<file path="config.mk">
export PLATFORM = sky130hd
export DESIGN_NAME = uart_rx_fifo
export DESIGN_NICKNAME = d
export VERILOG_FILES = /design/src/rtl/uart_rx_fifo.sv
export SDC_FILE = /design/constraint.sdc
export NUM_CORES = 1
export LEC_CHECK = 0
export CORE_MARGIN = 4
export CORE_UTILIZATION = 45
export CTS_CLUSTER_SIZE = 10
export DETAILED_ROUTE_END_ITERATION = 8
export PLACE_DENSITY_LB_ADDON = 0.08
export SLEW_MARGIN = 20
export SYNTH_ARGS = -nofsm -noshare
export SYNTH_HDL_FRONTEND = slang
export SYNTH_SLANG_ARGS = --single-unit
</file>
<file path="constraint.sdc">
create_clock -name i_clk -period 5.85 [get_ports i_clk]
set_input_delay 1.17 -clock i_clk [delete_from_list [all_inputs] [get_ports i_clk]]
set_output_delay 1.17 -clock i_clk [all_outputs]
set_load 0.05 [all_outputs]
</file>
<file path="src/rtl/uart_rx_fifo.sv">
// rtl/uart_rx_fifo.sv - UART receive-side byte capture with show-ahead FIFO
// Acknowledges each level-held receiver byte once and buffers it for host pops.
module uart_rx_fifo #(
  parameter int WIDTH_DATA = 8,
  parameter int DEPTH_LOG2 = 4
) (
  input  logic                  i_clk,
  input  logic                  i_nrst,
  input  logic                  i_rx_rdy,
  input  logic [WIDTH_DATA-1:0] i_rx_data,
  output logic                  o_rx_re,
  input  logic                  i_rd,
  output logic [WIDTH_DATA-1:0] o_data,
  output logic                  o_empty,
  output logic                  o_full,
  output logic [DEPTH_LOG2:0]   o_count,
  output logic                  o_ovr,
  input  logic                  i_ovr_clr,
  input  logic                  i_flush
);

  localparam int DEPTH = 1 << DEPTH_LOG2;
  localparam logic [DEPTH_LOG2:0] COUNT_FULL = (DEPTH_LOG2+1)'(DEPTH);

  typedef enum logic {IDLE, ACK} state_t;

  state_t                 state_q, state_d;
  logic                   push_req;
  logic                   push_ok;
  logic                   pop;
  logic                   drop;
  logic [DEPTH_LOG2-1:0]  wr_ptr, rd_ptr;
  logic [WIDTH_DATA-1:0]  mem [DEPTH];

  // A byte is taken only on the IDLE->ACK transition, so a rdy still held in ACK is ignored.
  always_comb begin
    state_d  = state_q;
    push_req = 1'b0;
    case (state_q)
      IDLE: begin
        if (i_rx_rdy) begin
          push_req = 1'b1;
          state_d  = ACK;
        end
      end
      ACK: begin
        if (!i_rx_rdy) state_d = IDLE;
      end
      default: state_d = IDLE;
    endcase
  end

  always_ff @(posedge i_clk or negedge i_nrst) begin
    if (!i_nrst) begin
      state_q <= IDLE;
      o_rx_re <= 1'b0;
    end else begin
      state_q <= state_d;
      o_rx_re <= push_req;
    end
  end

  assign pop     = i_rd && !o_empty;
  assign push_ok = push_req && (!o_full || pop);
  assign drop    = push_req && o_full && !pop;

  always_ff @(posedge i_clk) begin
    if (push_ok && !i_flush) mem[wr_ptr] <= i_rx_data;
  end

  always_ff @(posedge i_clk or negedge i_nrst) begin
    if (!i_nrst) begin
      wr_ptr  <= '0;
      rd_ptr  <= '0;
      o_count <= '0;
    end else if (i_flush) begin
      wr_ptr  <= '0;
      rd_ptr  <= '0;
      o_count <= '0;
    end else begin
      if (push_ok) wr_ptr <= wr_ptr + 1'b1;
      if (pop)     rd_ptr <= rd_ptr + 1'b1;
      case ({push_ok, pop})
        2'b10:   o_count <= o_count + 1'b1;
        2'b01:   o_count <= o_count - 1'b1;
        default: o_count <= o_count;
      endcase
    end
  end

  // Setting beats clearing so an overrun coincident with a clear is never lost.
  always_ff @(posedge i_clk or negedge i_nrst) begin
    if (!i_nrst)        o_ovr <= 1'b0;
    else if (drop)      o_ovr <= 1'b1;
    else if (i_ovr_clr) o_ovr <= 1'b0;
  end

  assign o_empty = (o_count == '0);
  assign o_full  = (o_count == COUNT_FULL);
  assign o_data  = o_empty ? '0 : mem[rd_ptr];

endmodule
</file>
=== Word-level counts from Yosys, hierarchy flattened ===
Memory sizes are Yosys's and may differ from the RTL's.
Index checks and enable logic that the tools add are counted.
W data, S select, Z words.

* Bits in registers: 16
* Latch bits: 0
* RAM bits: 128
* Memory bits (read-only): 0
* Output and inout port bits: 17
* Logic and storage cells: 42
* Memories kept: 1

* Add/subtract/negate cells: 4
* Multiply operators: 0
* Divide/modulo/power cells: 0
* Order comparisons: 0
* Equality and inequality tests: 3
* Shifts and indexed selects: 0
* Multiplexer cells: 13
* Bitwise gates (word level): 0
* Reductions and logical operators: 15

{| class="wikitable"
|+ Memory list
! memory !! depth !! width !! rd ports !! clocked after memory_dff !! wr ports !! RTL line !! RTL
|-
| mem || 16 || 8 || 1 || 0 || 1 || 33 || <nowiki>logic [WIDTH_DATA-1:0] mem [DEPTH];</nowiki>
|}

{| class="wikitable"
|+ Operators with widths
! operator !! count
|-
| $mux W4 || 4
|-
| $pmux W5 S2 || 1
|-
| $add A4 B1 Y4 const B || 2
|-
| $mux W8 || 1
|-
| $mux W1 || 6
|-
| $reduce_bool A2 Y1 || 3
|-
| $add A5 B1 Y5 const B || 1
|-
| $eq A5 B5 Y1 const B || 1
|-
| $logic_and A1 B1 Y1 || 5
|-
| $logic_not A5 Y1 || 1
|-
| $mux W5 || 1
|-
| $sub A5 B1 Y5 const B || 1
|-
| $logic_not A1 Y1 || 4
|-
| $reduce_bool A3 Y1 || 1
|-
| $eq A2 B1 Y1 const B || 1
|-
| $eq A2 B2 Y1 const B || 1
|-
| $logic_or A1 B1 Y1 || 1
|}

=== Longest topological paths before layout ===
* Depth after elaboration: 8
* Depth in mapped cells: 12
* Mapped depth without buffers: 11

=== Worst setup path before layout ===
OpenSTA, ideal clock, no wires.

* Path type: reg-to-output
* Start point: register o_count[4]
* End point: output o_data[6]
* Arrival time: 2.151 ns
* Slack: 2.529 ns
* Cell stages (with the launch flop): 6
* Buffers on the path: 2
* Cells stage by stage: dfrtp_1 clkbuf_1 nand2b_1 nand2b_1 clkbuf_1 o22ai_1

* Word-level cells in the longest chain between the ends: 2

{| class="wikitable"
|+ RTL lines
! element !! RTL line !! RTL
|-
| from (decl) || 16 || <nowiki>output logic [DEPTH_LOG2:0] o_count,</nowiki>
|-
| from (signal assigned) || 84 || <nowiki>2'b10: o_count <= o_count + 1'b1;</nowiki>
|-
| from (signal assigned) || 85 || <nowiki>2'b01: o_count <= o_count - 1'b1;</nowiki>
|-
| from (signal assigned) || 86 || <nowiki>default: o_count <= o_count;</nowiki>
|-
| $logic_not A5 Y1 || 98 || <nowiki>assign o_empty = (o_count == '0);</nowiki>
|-
| $mux W8 || 100 || <nowiki>assign o_data = o_empty ? '0 : mem[rd_ptr];</nowiki>
|-
| to (decl) || 13 || <nowiki>output logic [WIDTH_DATA-1:0] o_data,</nowiki>
|}

Every way passes these cells.

=== Final worst setup path ===
* Start point: register rd_ptr[0]
* End point: output o_data[7]

* Word-level cells in the longest chain between the ends: 2

{| class="wikitable"
|+ RTL lines
! element !! RTL line !! RTL
|-
| from (decl) || 32 || <nowiki>logic [DEPTH_LOG2-1:0] wr_ptr, rd_ptr;</nowiki>
|-
| from (signal assigned) || 82 || <nowiki>if (pop) rd_ptr <= rd_ptr + 1'b1;</nowiki>
|-
| $mem_v2 Z16 W8 || n/a ||
|-
| $mux W8 || 100 ||
|}

Every way passes these cells.

==> metrics.cfg <==
[floorplanning]
die_y_um = 122
core.rowCount = 41
initial_core_util_pct = 46.3
coreArea_mm2 = 0.0127
die-area_mm2 = 0.0150
pin_count = 31
die_x_um = 122

[drt]
drtIter0Drc = 200
totalWireLength_um = 11700
post-route-drc-count = 0
wl_per_cell_um = 21.6
dr.pass1.iters = 4
vias = 2924
postRouteAntennaNets = 0
drt-vias-per-instance = 5.40

[synth]
synth_top_cell_area_share_pct = 65.3
synth_top_family_by_area = multiplexers
synthFlopType = edfxtp_1
synth_edf_count = 128
synthMuxAreaShare_pct = 15.7
netlist_instances = 321
yosys-top-cells-area = edfxtp_1 (65%), mux4_2 (12%), dfrtp_1 (6.8%), mux2i_1 (3.2%), nor2_1 (2.2%)
synthesis.area_mm2 = 0.00589
synthXorXnorAreaFrac_pct = 1.34
avgSynthCellArea_um2 = 18.3
yosys.area_share.simple_pct = 4.82
yosysTopAreaCell = edfxtp_1
ys_warn_count = 0
synth_commonest_cells = edfxtp_1 (128), nor2_1 (35), mux4_2 (32), mux2i_1 (19), dfrtp_1 (16)
yosysSeqAreaShare_pct = 72.1
ys_types = 36
ys_ff_latch = 144
async_reset_ff_share_pct = 11.1
synth_fa_ha_area_share_pct = 1.49
yosysMostFrequentCell = edfxtp_1
synth_compound_area_share_pct = 2.87
synth.net_count = 342

[power]
leakage_nw = 2.22
peakVddDrop_uv = 194
seqPwrFrac_pct = 38.7
combPwrFrac_pct = 29.5
powerDensity_mw_per_mm2 = 460
p_int_mw = 2.16
power.share.clock_pct = 31.8
swShare_pct = 31.9
finalPower_mw = 3.18
p_sw_mw = 1.01

[global_route]
grt.met2_usage_pct = 25.4
first_global_vias = 2979
antenna_found_initial = 0
grt-ovfl-total = 0
grt_pass1_wl_um = 18000
grt_usage_pct = 16.9
met3_usage_pct = 3.82
grt_use_met1_pct = 24.5
grt_max_degree = 36
grt_most_used_layer = met2

[hold_path]
hp-start = o_ovr
holdPathStages = 1
min_path_type = flop to flop
hold_end = o_ovr

[clocking]
ctsRootBufferMaster = clkbuf_16
clk_pin_slew_ns = 0.05
cts-buffers-inserted = 17
cts.hold.buffers_added = 0
post_cts_buffers = 0
clock_latency_ns = 0.41
h-tree-depth = 4
post_cts_resized = 0
cts_tree = done
clock_sinks = 144
clockBufferDepth = 2

[outcome]
status = completed

[setup_path]
crit_type = flop to output pin
path_max_fanout = 24
reg2reg_depth = 11
r2r-end = o_count[4]
arrival_ns = 3.30
r2r_slack_ns = 2.89
critPathLaunchType = flop
worstPathRequired_ns = 4.68
end_kind = output pin
regToRegStartpoint = o_count[1]

[sta]
drv_slew = 0
setup_viol = 0
hold_violations = 0
fin_crit_ns = 4.47
tns_ns = 0
fmax_ghz = 0.224
slew_headroom_pct = 35.8
rsz0062_at_grt = false
final.period_utilization_pct = 76.4
worst_pin_slew_ns = 0.959
finalClockSkew_ns = 0.00785

[place]
gp_congestion = 0.812
place_hpwl_um = 7340
io_buffers = 30

[finish]
nNetsFinal = 377
diodes = 0
drive_gt1_share_pct = 18.7
area_growth_pct = 17.3

[flow_run]
drv_cap = 0

## worst max-delay path, cell delays in order, from the launching register on
cell and delay [ns]:
dfrtp_2 0.91, buf_4 0.35, mux4_2 0.51, mux2i_1 0.21, o22ai_1 0.15, clkdlybuf4s50_1 0.75
## state kept, by name, summed over array words and instances, names as in the netlist
register / flops
state_q: 1
rd_ptr: 4
mem: 128
o_rx_re: 1
o_count: 5
o_ovr: 1
wr_ptr: 4
## through the flow
| step | setup WS, ns | cells | area (µm²) | hold WS [ns] | util (%) |
|---|---|---|---|---|---|
| final | 1.38 | 541 | 6910 | 0.494 | 54.3 |
| after CTS | 1.27 | 541 | 6910 | 0.502 | 54.3 |
| after global routing | 1.14 | 541 | 6910 | 0.519 | 54.3 |
| after floorplan | 2.53 | 321 | 5890 | 0.537 | - |
| after global placement | 1.73 | 509 | 6350 | 0.502 | 49.9 |
| after detailed placement | 1.75 | 509 | 6350 | 0.489 | 49.9 |
## layout make-up
cell class,instances,area [µm²]
clock buffer,20,437
tap,172,215
fill,1062,5810
timing repair buffer,33,323
sequential,144,4250
inverter,6,22.5
clock inverter,12,119
multi-input combinational,154,1550
## power by group through the flow
stage               Clock (mW)  Sequential (mW)  Combinational, mW
finish                    1.01             1.23              0.937
global route              1.08             1.24               1.00
CTS                       1.03             1.23              0.951
detailed placement           0             1.25              0.946
global placement             0             1.25              0.946
floorplan                    0             1.24              0.686
## how the worst max path moves through the flow
stage | start | endpoint | slack [ns]
final | rd_ptr[0] | o_data[7] | 1.38
after global routing | rd_ptr[0] | o_data[7] | 1.14
after CTS | rd_ptr[0] | o_data[7] | 1.27
after detailed placement | rd_ptr[0] | o_data[7] | 1.75
after global placement | rd_ptr[0] | o_data[7] | 1.73
after floorplan | o_count[4] | o_data[6] | 2.53
## placed cells by master (no fill, tap or decap), types with 5 or more instances in the layout
cell type and count:
inv_1 5, clkdlybuf4s50_1 30, xor2_1 5, o22ai_1 8
clkbuf_16 17, dfrtp_1 14, mux4_2 32, nand3_1 5
nor2_1 35, edfxtp_1 128, nand2_1 10, ha_1 7
mux2i_1 19
## routing by layer
layer  up-vias  share of wire [%]
met1      1522                 48
met3        13                2.8
met5         -                  0
li1       1339                  -
met4         0                1.5
met2        50                 47
## kinds of logic after synthesis
family / count (synthesis)
flip-flops: 144
AND/OR/NAND/NOR: 62
buffers and inverters: 23
AO/OA/AOI/OAI: 24
XOR/XNOR: 9
multiplexers: 52
adder cells (fa/ha/maj): 7
No activity file was read; power rests on OpenSTA's default activity.
